<file path="config.mk">
export PLATFORM = sky130hd
export DESIGN_NAME = uart_tx_scheduler_flat
export DESIGN_NICKNAME = d
export VERILOG_FILES = /design/src/rtl/uart_tx_scheduler_if.sv /design/src/rtl/uart_tx_scheduler.sv /design/src/flat_wrapper.sv
export SDC_FILE = /design/constraint.sdc
export NUM_CORES = 1
export LEC_CHECK = 0
export CORE_UTILIZATION = 30
export DETAILED_ROUTE_END_ITERATION = 8
export HOLD_SLACK_MARGIN = 0.03
export PLACE_DENSITY = 0.45
export SLEW_MARGIN = 20
export SYNTH_ARGS = -nofsm -noshare
export SYNTH_HDL_FRONTEND = slang
export SYNTH_SLANG_ARGS = --single-unit
</file>
<file path="constraint.sdc">
create_clock -name clk_i -period 2.45 [get_ports clk_i]
set_clock_uncertainty 0.15 [all_clocks]
set_input_delay 0.3675 -clock clk_i [delete_from_list [all_inputs] [get_ports clk_i]]
set_output_delay 0.3675 -clock clk_i [all_outputs]
set_load 0.005 [all_outputs]
</file>
<file path="src/rtl/uart_tx_scheduler_if.sv">
// uart_tx_scheduler_if: request/byte inputs and transmit status outputs of uart_tx_scheduler
// master: requester side (drives req_i/data_i); slave: scheduler side (drives ack_o, grant_o, busy_o, done_o, TXD_o)
interface uart_tx_scheduler_if;
  logic [3:0]  req_i;
  logic [31:0] data_i;
  logic [3:0]  ack_o;
  logic [1:0]  grant_o;
  logic        busy_o;
  logic        done_o;
  logic        TXD_o;
  modport master (output req_i, data_i, input ack_o, grant_o, busy_o, done_o, TXD_o);
  modport slave (input req_i, data_i, output ack_o, grant_o, busy_o, done_o, TXD_o);
endinterface

</file>
<file path="src/rtl/uart_tx_scheduler.sv">
// uart_tx_scheduler: round-robin sharing of one 8N1 serial transmitter between four byte requesters
// Ports: clk_i system clock, rst_i asynchronous active-low reset, bus (uart_tx_scheduler_if.slave):
//   req_i[3:0] requests, data_i[31:0] bytes (requester k on [8k+7:8k]), ack_o one-hot latch pulse,
//   grant_o last granted index, busy_o frame in progress, done_o end-of-stop pulse, TXD_o serial line.
// Define UART_TX_PARITY_EN to insert an even-parity bit between the data bits and the stop bit.
module uart_tx_scheduler #(
  parameter int DIV = 10
) (
  input logic clk_i,
  input logic rst_i,
  uart_tx_scheduler_if.slave bus
);
  typedef enum logic [2:0] {IDLE, START, DATA, `ifdef UART_TX_PARITY_EN PARITY, `endif STOP} state_t;
  state_t      st;
  logic [31:0] cnt;
  logic [2:0]  idx;
  logic [7:0]  sh;
  logic [3:0]  ack;
  logic [1:0]  grant;
  logic [1:0]  pick;
  logic        busy, done, txd;
`ifdef UART_TX_PARITY_EN
  logic        par;
`endif
  wire wrap = cnt == 32'(DIV - 1);
  // grant_o doubles as the round-robin pointer; scanning k=4..1 lets the nearest successor win
  always_comb begin
    pick = grant;
    for (int k = 4; k >= 1; k--) pick = bus.req_i[2'(grant + 2'(k))] ? 2'(grant + 2'(k)) : pick;
  end
  always_ff @(posedge clk_i or negedge rst_i) begin
    if (!rst_i) begin
      st <= IDLE;
      cnt <= '0;
      idx <= '0;
      sh <= '0;
      ack <= '0;
      grant <= 2'd3;
      busy <= 1'b0;
      done <= 1'b0;
      txd <= 1'b1;
`ifdef UART_TX_PARITY_EN
      par <= 1'b0;
`endif
    end else begin
      ack <= '0;
      done <= 1'b0;
      if (st == IDLE) begin
        if (|bus.req_i) begin
          sh <= bus.data_i[{pick, 3'b000} +: 8];
`ifdef UART_TX_PARITY_EN
          par <= ^bus.data_i[{pick, 3'b000} +: 8];
`endif
          grant <= pick;
          ack <= 4'b0001 << pick;
          busy <= 1'b1;
          txd <= 1'b0;
          cnt <= '0;
          idx <= '0;
          st <= START;
        end
      end else begin
        cnt <= wrap ? '0 : cnt + 32'd1;
        if (wrap) begin
          case (st)
            START: begin
              txd <= sh[0];
              sh <= sh >> 1;
              st <= DATA;
            end
            DATA: begin
              idx <= idx + 3'd1;
              sh <= sh >> 1;
`ifdef UART_TX_PARITY_EN
              txd <= idx == 3'd7 ? par : sh[0];
              st <= idx == 3'd7 ? PARITY : DATA;
`else
              txd <= idx == 3'd7 ? 1'b1 : sh[0];
              st <= idx == 3'd7 ? STOP : DATA;
`endif
            end
`ifdef UART_TX_PARITY_EN
            PARITY: begin
              txd <= 1'b1;
              st <= STOP;
            end
`endif
            STOP: begin
              busy <= 1'b0;
              done <= 1'b1;
              st <= IDLE;
            end
            default: st <= IDLE;
          endcase
        end
      end
    end
  end
  assign bus.ack_o = ack;
  assign bus.grant_o = grant;
  assign bus.busy_o = busy;
  assign bus.done_o = done;
  assign bus.TXD_o = txd;
endmodule

</file>
<file path="src/flat_wrapper.sv">
// flat-port wrapper written by rule: the top's interface ports become plain ports
module uart_tx_scheduler_flat 
#(
  parameter int DIV = 10
)
  (clk_i, rst_i, bus_req_i, bus_data_i, bus_ack_o, bus_grant_o, bus_busy_o, bus_done_o, bus_TXD_o);
  uart_tx_scheduler_if bus_i ();
  input logic clk_i;
  input logic rst_i;
  input wire logic [$bits(bus_i.req_i)-1:0] bus_req_i;
  input wire logic [$bits(bus_i.data_i)-1:0] bus_data_i;
  output wire logic [$bits(bus_i.ack_o)-1:0] bus_ack_o;
  output wire logic [$bits(bus_i.grant_o)-1:0] bus_grant_o;
  output wire logic [$bits(bus_i.busy_o)-1:0] bus_busy_o;
  output wire logic [$bits(bus_i.done_o)-1:0] bus_done_o;
  output wire logic [$bits(bus_i.TXD_o)-1:0] bus_TXD_o;
  assign bus_i.req_i = bus_req_i;
  assign bus_i.data_i = bus_data_i;
  assign bus_ack_o = bus_i.ack_o;
  assign bus_grant_o = bus_i.grant_o;
  assign bus_busy_o = bus_i.busy_o;
  assign bus_done_o = bus_i.done_o;
  assign bus_TXD_o = bus_i.TXD_o;
  uart_tx_scheduler #(.DIV(DIV)) u_core (.clk_i(clk_i), .rst_i(rst_i), .bus(bus_i));
endmodule
</file>
==> flow_summary_export.csv <==
group,metric,value,unit
synth,synth_seq_area_share,41.8,%
setup_path,crit_path_max_fanout,7,
sta,rsz0062_at_grt,"false",
cells_and_area,fillCellCount,1069,
floorplan,rows,37,
sta,max_slew_margin,52.8,%
sta,finalCritPeriodShare,92.3,%
floorplan,die_h,106,um
grt,antenna_found_initial,0,
cells_and_area,nNetsFinal,456,
sta,tightest_slew,0.708,ns
floorplan,die_w,106,um
grt,grt_pass1_wl,14.0,mm
clocking,cts_made_buffers,5,
synth,post_synth_num_cell_types,45,
setup_path,critical_path_class,"flip-flop to flip-flop",
power,vdd_drop_max,0.000375,V
detailed_routing,routed_wirelength,8.08,mm
setup_path,max_stage_delay,0.43,ns
detailed_routing,vias,2831,
sta,setup_tns,0,ns
cells_and_area,syn2layout_area_growth,25.9,%
detailed_routing,drt-pass1-iter-count,6,
floorplan,core,10400,um2
sta,setup_viol,0,
synth,netlist_top_cells_area,"dfrtp_1 39%, o21ai_0 9.3%, mux2i_1 7.4%",
worst_hold_path,min_path_type,"input port to asynchronous set/reset pin",
clocking,clockBufferDepth,2,
cells_and_area,diodes,0,
synth,synth_common_cells,"60 x o21ai_0, 51 x dfrtp_1, 31 x nand2_1",
clocking,ctsHoldBuffers,0,
grt,grt_usage,15.6,%
setup_path,crit_arrival,2.30,ns
clocking,cts_tree,"built",
detailed_routing,routedWlPerCell,14.8,um
floorplan,die_area,11200,um2
setup_path,rr_endpoint,"u_core.sh[2]",
cells_and_area,drive_above_1_share,13.6,%
synth,syn_area,3250,um2
setup_path,reg2regPathDepth,6,
setup_path,crit_chain,"nor4_1, nand4_1, o31a_4, nor2_8, mux2i_1, o21ai_0",
setup_path,r2r-start,"u_core.cnt[29]",
cells_and_area,multiInputGateArea,1760,um2
detailed_routing,drc,0,
synth,synth_area_per_cell,9.22,um2
synth,synth_top_area_cell,"dfrtp_1",
power,finalPower,3.37,mW
setup_path,regToRegSetupSlack,0.19,ns
synth,synth_edf_count,0,
synth,async_reset_ff_share,100,%
place,dpl.cell_count,539,
synth,synth_most_common_cell,"o21ai_0",
synth,synthCells,352,
outcome,status,"finished, final reports clean",
flow_run,drv_cap,0,
setup_path,crit_required,2.49,ns
synth,ys.flop_type,"dfrtp_1",
detailed_routing,routed_via_density,5.18,
clocking,post_cts_buffers,0,
place,gp_congestion,0.731,
cells_and_area,instances_no_fill,547,
synth,synth_top_area_share,39.3,%
grt,grt_overflow_total,0,
synth,synth_nets,398,
synth,synth_warnings,0,
floorplan,start_util,31.2,%
sta,worst_hold_slack,0.0422,ns
clocking,cts_root_buf,"clkbuf_8",
sta,fin_ws,0.189,ns
clocking,ctsHtreeMaxLevel,2,
floorplan,ios,47,
setup_path,cp-start-kind,"flip-flop",
place,port_buffers,46,
place,dp_hpwl,5.62,mm
setup_path,slowest_stage,"o31a_4",
place,post-place-ws,-0.0672,ns
sta,max_freq,442,MHz
clocking,cts_resized,0,
sta,hold_viol,0,
sta,slew_violations,0,
setup_path,cp-end-kind,"flip-flop",
cells_and_area,seq_area,1360,um2
detailed_routing,final_antenna_net_count,0,
clocking,clk_pin_slew,0.10,ns
sta,finalWorstPathRequiredPeriod,2.26,ns
detailed_routing,drt_iter0_drc,113,
power,power.density,824,nW/um2
synth,ys_seq_elements,54,
grt,first_global_vias,2830,
grt,grt_max_degree,55,
clocking,cts.sink_count,54,
clocking,clkLatencyLatePin,0.31,ns
power,power.leakage,1.68,nW
## layout make-up
class	count	area share [%]
multi-input cells	269	43.1
flip-flops and latches	54	33.2
repair buffers	70	16.5
well taps	136	4.16
clock buffers	8	2.20
inverters	10	0.919
## layer usage
layer / routed length, um / up-vias / GRT usage (%) / part of all wire (%)
met1: 3840 / 1353 / 20.6 / 48
met2: 3870 / 59 / 26.8 / 48
met5: 0 / - / 0 / 0
met3: 297 / 7 / 2.33 / 3.7
met4: 70 / 0 / 3.77 / 0.87
li1: - / 1412 / - / -
## registers in the layout, indices dropped and copies added, names as in the netlist
register	count
u_core.bus.TXD_o	1
u_core.st	2
u_core.bus.ack_o	4
u_core.cnt	32
u_core.bus.busy_o	1
u_core.sh	8
u_core.bus.done_o	1
u_core.bus.grant_o	2
u_core.idx	3
## cell usage in the layout (no fill, tap or decap), types with 9 or more instances in the layout
cell type	synthesis	layout
buf_4	1	21
and3_1	9	9
clkdlybuf4s50_1	0	45
a21oi_1	20	20
nand2_1	31	31
nand3_1	17	17
nor2b_1	11	11
inv_1	10	10
o21ai_0	60	60
a31oi_1	11	11
mux2i_1	24	24
dfrtp_1	51	51
## logic make-up (layout without fill, tap and decap cells)
kind of cell	Yosys count	after routing	synth area share (%)
AO/OA/AOI/OAI	110	110	19.4
adder cells (fa/ha/maj)	8	8	3.08
buffers and inverters	29	88	4.43
flip-flops	54	54	41.8
multiplexers	32	32	10.3
AND/OR/NAND/NOR	119	119	21.1
## metrics by stage
| stage | area [um2] | util, % |
|---|---|---|
| 6_report | 4090 | 39.2 |
| 5_1_grt | 4090 | 39.2 |
| 4_1_cts | 4080 | 39.2 |
| 3_5_place_dp | 3990 | 38.3 |
| 3_3_place_gp | 3990 | 38.3 |
| 2_1_floorplan | 3250 | - |
## critical path: cells and delay by family (launching register included)
| family | cells | cell delay (ns) |
|---|---|---|
| simple gates | 3 | 0.83 |
| compound gates | 2 | 0.52 |
| mux | 1 | 0.21 |
| flops | 1 | 0.42 |
## report_power, final
part | internal [mW] | leakage [nW] | switching (mW)
sequential | 1.09 | 0.694 | 0.151
clock | 0.232 | 0.0455 | 0.300
combinational | 0.785 | 0.940 | 0.814
total | 2.10 | 1.68 | 1.27
## how the worst max path moves through the flow
stage	start	endpoint	slack [ns]	depth (start not counted)
CTS	u_core.cnt[1]	u_core.sh[2]	0.16	9
global placement	bus_req_i[0]	u_core.sh[6]	0.03	7
detailed placement	bus_req_i[0]	u_core.sh[3]	-0.07	7
floorplan	u_core.bus.grant_o[0]	u_core.sh[6]	0.37	6
finish	u_core.cnt[29]	u_core.sh[2]	0.19	6
global route	u_core.cnt[29]	u_core.sh[2]	0.02	6
Note: power is estimated with default switching activity, not from simulation.
